File: config.mk
export PLATFORM = sky130hd
export DESIGN_NAME = reg_to_axi_bridge
export DESIGN_NICKNAME = d
export VERILOG_FILES = /design/src/rtl/core_v_mcu_pkg.sv /design/src/rtl/reg_to_axi_bridge.sv
export SDC_FILE = /design/constraint.sdc
export NUM_CORES = 1
export LEC_CHECK = 0
export ABC_AREA = 1
export CORE_AREA = 5 5 192 194
export CTS_CLUSTER_DIAMETER = 100
export CTS_CLUSTER_SIZE = 40
export DETAILED_ROUTE_END_ITERATION = 7
export DIE_AREA = 0 0 197 199
export GPL_ROUTABILITY_DRIVEN = 0
export GPL_TIMING_DRIVEN = 1
export HOLD_SLACK_MARGIN = 0.15
export SLEW_MARGIN = 30
export SYNTH_ARGS = -nofsm -noshare
export SYNTH_HDL_FRONTEND = slang
export SYNTH_SLANG_ARGS = --single-unit
File: constraint.sdc
create_clock -name clk_i -period 1.8 [get_ports clk_i]
set_input_delay 0.27 -clock clk_i [delete_from_list [all_inputs] [get_ports clk_i]]
set_output_delay 0.27 -clock clk_i [all_outputs]
set_load 0.02 [all_outputs]
File: src/rtl/core_v_mcu_pkg.sv
// core_v_mcu_pkg: shared reg-bus and AXI manager channel types plus AXI attribute constants
package core_v_mcu_pkg;
  localparam int unsigned AXI_ADDR_WIDTH = 64;
  localparam int unsigned AXI_DATA_WIDTH = 64;
  localparam int unsigned AXI_ID_WIDTH = 4;
  localparam int unsigned AXI_USER_WIDTH = 1;
  localparam int unsigned REG_DATA_WIDTH = 32;
  localparam logic [2:0] AXI_SIZE_4B = 3'd2;
  localparam logic [1:0] AXI_BURST_INCR = 2'b01;
  typedef logic [AXI_ADDR_WIDTH-1:0] addr_t;
  typedef struct packed {
    addr_t addr;
    logic write;
    logic [REG_DATA_WIDTH-1:0] wdata;
    logic [REG_DATA_WIDTH/8-1:0] wstrb;
    logic valid;
  } reg_req_t;
  typedef struct packed {
    logic [REG_DATA_WIDTH-1:0] rdata;
    logic error;
    logic ready;
  } reg_rsp_t;
  typedef struct packed {
    logic [AXI_ID_WIDTH-1:0] id;
    addr_t addr;
    logic [7:0] len;
    logic [2:0] size;
    logic [1:0] burst;
    logic lock;
    logic [3:0] cache;
    logic [2:0] prot;
    logic [3:0] qos;
    logic [3:0] region;
    logic [5:0] atop;
    logic [AXI_USER_WIDTH-1:0] user;
  } aw_chan_t;
  typedef struct packed {
    logic [AXI_DATA_WIDTH-1:0] data;
    logic [AXI_DATA_WIDTH/8-1:0] strb;
    logic last;
    logic [AXI_USER_WIDTH-1:0] user;
  } w_chan_t;
  typedef struct packed {
    logic [AXI_ID_WIDTH-1:0] id;
    logic [1:0] resp;
    logic [AXI_USER_WIDTH-1:0] user;
  } b_chan_t;
  typedef struct packed {
    logic [AXI_ID_WIDTH-1:0] id;
    addr_t addr;
    logic [7:0] len;
    logic [2:0] size;
    logic [1:0] burst;
    logic lock;
    logic [3:0] cache;
    logic [2:0] prot;
    logic [3:0] qos;
    logic [3:0] region;
    logic [AXI_USER_WIDTH-1:0] user;
  } ar_chan_t;
  typedef struct packed {
    logic [AXI_ID_WIDTH-1:0] id;
    logic [AXI_DATA_WIDTH-1:0] data;
    logic [1:0] resp;
    logic last;
    logic [AXI_USER_WIDTH-1:0] user;
  } r_chan_t;
  typedef struct packed {
    aw_chan_t aw;
    logic aw_valid;
    w_chan_t w;
    logic w_valid;
    logic b_ready;
    ar_chan_t ar;
    logic ar_valid;
    logic r_ready;
  } axi_mst_req_t;
  typedef struct packed {
    logic aw_ready;
    logic ar_ready;
    logic w_ready;
    logic b_valid;
    b_chan_t b;
    logic r_valid;
    r_chan_t r;
  } axi_mst_rsp_t;
endpackage

File: src/rtl/reg_to_axi_bridge.sv
// reg_to_axi_bridge: turns single reg-bus accesses into single-beat AXI4 transactions, one outstanding
module reg_to_axi_bridge
  import core_v_mcu_pkg::*;
#(
  parameter int unsigned AxiAddrWidth = AXI_ADDR_WIDTH,
  parameter int unsigned AxiDataWidth = AXI_DATA_WIDTH,
  parameter int unsigned AxiIdWidth = AXI_ID_WIDTH,
  parameter int unsigned AxiUserWidth = AXI_USER_WIDTH,
  parameter int unsigned RegDataWidth = REG_DATA_WIDTH,
  parameter logic [AxiIdWidth-1:0] AxiId = '0,
  parameter type reg_req_t = core_v_mcu_pkg::reg_req_t,
  parameter type reg_rsp_t = core_v_mcu_pkg::reg_rsp_t,
  parameter type axi_req_t = core_v_mcu_pkg::axi_mst_req_t,
  parameter type axi_rsp_t = core_v_mcu_pkg::axi_mst_rsp_t
) (
  input  logic     clk_i,
  input  logic     rst_ni,
  input  reg_req_t reg_req_i,
  output reg_rsp_t reg_rsp_o,
  output axi_req_t axi_req_o,
  input  axi_rsp_t axi_rsp_i,
  output logic     busy_o
);
  localparam int unsigned NumLanes = AxiDataWidth / RegDataWidth;
  localparam int unsigned StrbWidth = AxiDataWidth / 8;
  if (AxiDataWidth % 32 != 0 || AxiDataWidth < RegDataWidth || RegDataWidth != 32 || AxiUserWidth == 0)
    begin : g_bad_width
      $error("reg_to_axi_bridge: unsupported width parameters");
    end
  typedef enum logic [2:0] {IDLE, WRITE, WAIT_B, READ, WAIT_R, RESP} state_e;
  state_e state, state_nxt;
  logic [AxiAddrWidth-1:0] addr_q;
  logic [RegDataWidth-1:0] wdata_q, rdata_q;
  logic [RegDataWidth/8-1:0] wstrb_q;
  logic aw_done, w_done, error_q;
  int unsigned lane;
  logic unused_rsp;
  function automatic int unsigned lane_of(input logic [AxiAddrWidth-1:0] a);
    return 32'(a >> 2) % NumLanes;
  endfunction
  assign lane = lane_of(addr_q);
  assign busy_o = state != IDLE;
  assign unused_rsp = ^{axi_rsp_i.b.id, axi_rsp_i.b.user, axi_rsp_i.b.resp[0], axi_rsp_i.r.id,
                        axi_rsp_i.r.last, axi_rsp_i.r.user, axi_rsp_i.r.resp[0]};
  always_ff @(posedge clk_i or negedge rst_ni) begin
    if (!rst_ni) begin
      state <= IDLE;
      addr_q <= '0;
      wdata_q <= '0;
      wstrb_q <= '0;
      rdata_q <= '0;
      error_q <= 1'b0;
      aw_done <= 1'b0;
      w_done <= 1'b0;
    end else begin
      state <= state_nxt;
      if (state == IDLE && reg_req_i.valid) begin
        addr_q <= reg_req_i.addr;
        wdata_q <= reg_req_i.wdata;
        wstrb_q <= reg_req_i.wstrb;
        rdata_q <= '0;
        error_q <= 1'b0;
        aw_done <= 1'b0;
        w_done <= 1'b0;
      end
      if (state == WRITE) begin
        aw_done <= aw_done | axi_rsp_i.aw_ready;
        w_done <= w_done | axi_rsp_i.w_ready;
      end
      if (state == WAIT_B && axi_rsp_i.b_valid) error_q <= axi_rsp_i.b.resp[1];
      if (state == WAIT_R && axi_rsp_i.r_valid) begin
        rdata_q <= RegDataWidth'(axi_rsp_i.r.data >> (RegDataWidth * lane));
        error_q <= axi_rsp_i.r.resp[1];
      end
    end
  end
  always_comb begin
    state_nxt = state;
    reg_rsp_o = '0;
    axi_req_o = '0;
    axi_req_o.aw.id = AxiId;
    axi_req_o.aw.addr = addr_q;
    axi_req_o.aw.size = AXI_SIZE_4B;
    axi_req_o.aw.burst = AXI_BURST_INCR;
    axi_req_o.ar.id = AxiId;
    axi_req_o.ar.addr = addr_q;
    axi_req_o.ar.size = AXI_SIZE_4B;
    axi_req_o.ar.burst = AXI_BURST_INCR;
    axi_req_o.w.data = {NumLanes{wdata_q}};
    axi_req_o.w.strb = StrbWidth'(wstrb_q) << ((RegDataWidth / 8) * lane);
    axi_req_o.w.last = 1'b1;
    unique case (state)
      IDLE: state_nxt = !reg_req_i.valid ? IDLE : reg_req_i.write ? WRITE : READ;
      WRITE: begin
        axi_req_o.aw_valid = !aw_done;
        axi_req_o.w_valid = !w_done;
        state_nxt = ((aw_done || axi_rsp_i.aw_ready) && (w_done || axi_rsp_i.w_ready)) ? WAIT_B : WRITE;
      end
      WAIT_B: begin
        axi_req_o.b_ready = 1'b1;
        state_nxt = axi_rsp_i.b_valid ? RESP : WAIT_B;
      end
      READ: begin
        axi_req_o.ar_valid = 1'b1;
        state_nxt = axi_rsp_i.ar_ready ? WAIT_R : READ;
      end
      WAIT_R: begin
        axi_req_o.r_ready = 1'b1;
        state_nxt = axi_rsp_i.r_valid ? RESP : WAIT_R;
      end
      RESP: begin
        reg_rsp_o.ready = 1'b1;
        reg_rsp_o.rdata = rdata_q;
        reg_rsp_o.error = error_q;
        state_nxt = IDLE;
      end
      default: state_nxt = IDLE;
    endcase
  end
`ifndef SYNTHESIS
  assert property (@(posedge clk_i) disable iff (!rst_ni)
    axi_req_o.aw_valid && !axi_rsp_i.aw_ready |=> axi_req_o.aw_valid && $stable(axi_req_o.aw));
  assert property (@(posedge clk_i) disable iff (!rst_ni)
    axi_req_o.w_valid && !axi_rsp_i.w_ready |=> axi_req_o.w_valid && $stable(axi_req_o.w));
  assert property (@(posedge clk_i) disable iff (!rst_ni)
    axi_req_o.ar_valid && !axi_rsp_i.ar_ready |=> axi_req_o.ar_valid && $stable(axi_req_o.ar));
`endif
endmodule

==> impl_table.tex <==
\begin{tabular}{lr}
\hline
Metric & Value \\
\hline
\multicolumn{2}{l}{\textbf{Status}} \\
Status & finished clean \\
\multicolumn{2}{l}{\textbf{Timing}} \\
Number of endpoints failing setup at the final stage & 0 \\
Rel. slew slack & 65.55\% \\
Final worst-path cycle share & between 90\% and 100\% \\
Slew Limit Fails & 0 \\
RSZ-0062 raised after global routing & yes \\
Shortest period the worst path allows & 1.784 ns \\
Accumulated negative setup slack & 0 ns \\
Least-Margin Pin Slew & 0.5167 ns \\
Max Clk Rate & between 500 and 600 MHz \\
Number of hold violations in the final report & 0 \\
Setup skew after layout & 0.006001 ns \\
Worst setup slack after layout & roughly 0.016 ns \\
\multicolumn{2}{l}{\textbf{Logic synthesis}} \\
Total of flip-flops plus latches after synthesis & between 100 and 150 \\
Sequential area share after synthesis & between 40 and 50\% \\
Area of the mapped netlist & 7305 um2 \\
Number of synthesis warnings & 0 \\
Unique cell type count in the Yosys netlist & 20 \\
Synthesized netlist cell count & $\sim$940 \\
Average cell area after synthesis & between 7 and 8 um2 \\
\multicolumn{2}{l}{\textbf{Power and ir drop}} \\
Areal power density over the cells & 1740 nW/um2 \\
Max VDD drop & about 0.97 mV \\
Static leakage power & between 5 and 6 nW \\
\multicolumn{2}{l}{\textbf{Cells and area}} \\
Net count reported at finish & between 1,000 and 1,500 \\
Count of fill cells added during filler insertion & about 3,700 \\
Antenna Cells & 0 \\
Ratio of cells with drive above 1 in the final layout & between 10\% and 20\% \\
Area growth from synthesis to layout & 62.15\% \\
Commonest cells after routing, fill and taps aside & sky130\_fd\_sc\_hd\_\_nand2\_1 (368), sky130\_fd\_sc\_hd\_\_clkdlybuf4s50\_1 (339), sky130\_fd\_sc\_hd\_\_dfrtp\_1 (136) \\
Most common cell after layout, fill and taps aside & sky130\_fd\_sc\_hd\_\_nand2\_1 \\
\multicolumn{2}{l}{\textbf{Placement}} \\
\# port buffers & 414 \\
Half-perimeter wire length after placement & a little under 20,000 um \\
Place WS & between 0.015 and 0.02 ns \\
\multicolumn{2}{l}{\textbf{Critical path}} \\
Path type of the worst setup path & reg -> out \\
Kind of start point of the critical path & flip-flop \\
Ordered list of cells on the worst path & inv\_2, nand3\_4, buf\_12, nor2\_2, buf\_6 \\
Number of buffer and inverter instances along the worst setup path & 3 \\
Crit path depth & 5 \\
CP required & around 1.5 ns \\
Logic depth of the worst register-to-register path & 7 \\
Top fanout value on the critical path & 17 \\
Slowest library cell on the worst path & sky130\_fd\_sc\_hd\_\_dfrtp\_1 \\
Slowest stage delay, CP & between 0.4 and 0.5 ns \\
WP data arrival & roughly 1.5 ns \\
Worst path top cell family by delay & buffers and inverters \\
Category of the worst setup path capture point & primary output \\
\multicolumn{2}{l}{\textbf{Floorplan}} \\
Total number of placement rows & roughly 70 \\
Effective utilization at floorplan & 20.84\% \\
Die Area & a little under 40,000 um2 \\
Die extent in y & 199 um \\
Boundary Pins & $\sim$500 \\
Die Span X & 197 um \\
Core Region & roughly 35,000 um2 \\
\multicolumn{2}{l}{\textbf{Global routing}} \\
Initial antenna violation count & 1 \\
Maximum number of pins on one net before global-route repair & slightly below 100 \\
Sum of overflow across all layers after global routing & 0 \\
Total routing usage reported by global routing & between 10\% and 20\% \\
Busiest layer in global routing & met2 \\
Met3 capacity usage during global routing & under 10\% \\
GR Layer Usage met2 & roughly 20\% \\
Global Route met1 Usage & between 10\% and 20\% \\
Number of global-route vias before repair & 6,602 \\
First-pass GRT wire length & roughly 37,000 um \\
\multicolumn{2}{l}{\textbf{CTS}} \\
Clock insertion delay at the later pin of the skew report & around 0.42 ns \\
Root cell of the clock tree & sky130\_fd\_sc\_hd\_\_clkbuf\_16 \\
Number of buffers added by the clock tree synthesis step & 17 \\
H-tree depth reported by CTS & 4 \\
Maximum clock path buffer count & 2 \\
Sinks on the clock net & roughly 140 \\
Clock tree from TritonCTS & built \\
Worst-path clk slew & 0.06 ns \\
\multicolumn{2}{l}{\textbf{Route}} \\
Vias/cell & between 3 and 4 \\
Count of routing violations after the opening detailed-route iteration & 200 \\
Number of iterations in the first detailed-routing pass & 4 \\
Total number of vias & approximately 6,600 \\
Wire length reported by the detailed router & between 20,000 and 30,000 um \\
Avg WL per Cell & 14.43 um \\
Number of nets with antenna violations after routing & 0 \\
DRC violation count after routing & 0 \\
\multicolumn{2}{l}{\textbf{Min path}} \\
Path class of the lowest-slack min-delay path & in -> async \\
\multicolumn{2}{l}{\textbf{Run}} \\
MaxCap Viol Count & 0 \\
\hline
\end{tabular}
==> state kept, by name (all words and copies together), names as in the netlist <==
register,cells
addr_q,64
aw_done,1
error_q,1
rdata_q,32
state,3
w_done,1
wdata_q,32
wstrb_q,4
==> worst register-to-register path, delay by kind of cell, from the launching register on <==
family	cells	cell delay [ns]
buffers and inverters	3	0.55
flip-flops	1	0.41
AND/OR/NAND/NOR	4	0.60
==> synthesized netlist by cell type <==
library cell	number	area [um2]
sky130_fd_sc_hd__nor2_1	48	180.2
sky130_fd_sc_hd__nand4_1	3	18.77
sky130_fd_sc_hd__or2_1	1	6.260
sky130_fd_sc_hd__o21ai_0	66	330.3
sky130_fd_sc_hd__nand2_1	369	1385
sky130_fd_sc_hd__nand3_2	1	10.01
sky130_fd_sc_hd__buf_4	179	1344
sky130_fd_sc_hd__inv_2	2	7.510
sky130_fd_sc_hd__inv_1	84	315.3
sky130_fd_sc_hd__buf_6	2	22.52
sky130_fd_sc_hd__nand3_1	8	40.04
sky130_fd_sc_hd__buf_1	4	15.01
sky130_fd_sc_hd__dfrtp_1	138	3453
sky130_fd_sc_hd__o21ai_1	5	25.02
sky130_fd_sc_hd__conb_1	2	7.510
sky130_fd_sc_hd__nor2_4	1	11.26
sky130_fd_sc_hd__nor3_1	1	5.000
sky130_fd_sc_hd__buf_2	20	100.1
sky130_fd_sc_hd__clkbuf_1	6	22.52
sky130_fd_sc_hd__clkbuf_2	1	5.000
==> metal layers <==
metal / wire, um / vias up
met1: 9904 / 2983
met5: 0 / -
li1: - / 3216
met4: 659 / 0
met3: 2507 / 30
met2: 12040 / 328
==> report_power, final <==
part / total (mW) / internal [mW] / switching, mW
clock: 3.61 / 2.17 / 1.44
combinational: 11.3 / 5.03 / 6.27
sequential: 5.69 / 4.56 / 1.13
==> per-stage QoR <==
step                      instances  cell area [um2]  hold slack, ns  total power, mW  util, %
after detailed placement       1702            11100          0.2405            17.17    31.67
after CTS                      1739            11680          0.3233            20.89    33.32
after floorplan                1015             7582        -0.02559            12.48        -
final                          1740            11840          0.3341            20.61    33.79
after global routing           1740            11840          0.3558            22.01    33.79
after global placement         1702            11100          0.2366            17.03    31.67
==> cells by family after synthesis <==
family	after synthesis	share of synthesized area [%]
AOI/OAI and AO/OA	71	4.865
buffers and inverters	298	25.08
DFF	138	47.28
other	2	0.1028
and+or+nand+nor	432	22.68
==> final cells by class <==
class | count | area [um2] | share of cell area (%)
Tap cell | 461 | 576.8 | 4.870
Clock buffer | 21 | 470.5 | 3.972
Sequential cell | 138 | 3456 | 29.18
Inverter | 86 | 327.8 | 2.768
Timing Repair Buffer | 444 | 4488 | 37.89
Multi-Input combinational cell | 579 | 2392 | 20.20
Clock inverter | 11 | 132.6 | 1.120
==> worst paths after layout <==
kind / slack (ns) / start / end
worst max-delay path: 0.02 / state[1]$_DFF_PN0_ / reg_rsp_o[10]
worst min-delay path: 0.33 / rst_ni / rdata_q[24]$_DFFE_PN0P_
worst max register to register: 0.13 / state[1]$_DFF_PN0_ / addr_q[37]$_DFFE_PN0P_
worst min register to register: 0.50 / wdata_q[16]$_DFFE_PN0P_ / wdata_q[16]$_DFFE_PN0P_
max in group asynchronous: 0.90 / rst_ni / addr_q[9]$_DFFE_PN0P_
min in group clk_i: 0.37 / reg_req_i[101] / addr_q[63]$_DFFE_PN0P_
==> timing repair <==
item / 4_1_cts / 5_1_grt
endpoints found under the setup margin: 58 / 57
endpoints found under the hold margin: 65 / 0
cloned: 1 / 0
setup buffers: 3 / 1
hold buffers: 1 / 0
resized for setup: 219 / 63
pin swaps: 0 / 2
Power figures use the tool's default switching activity.
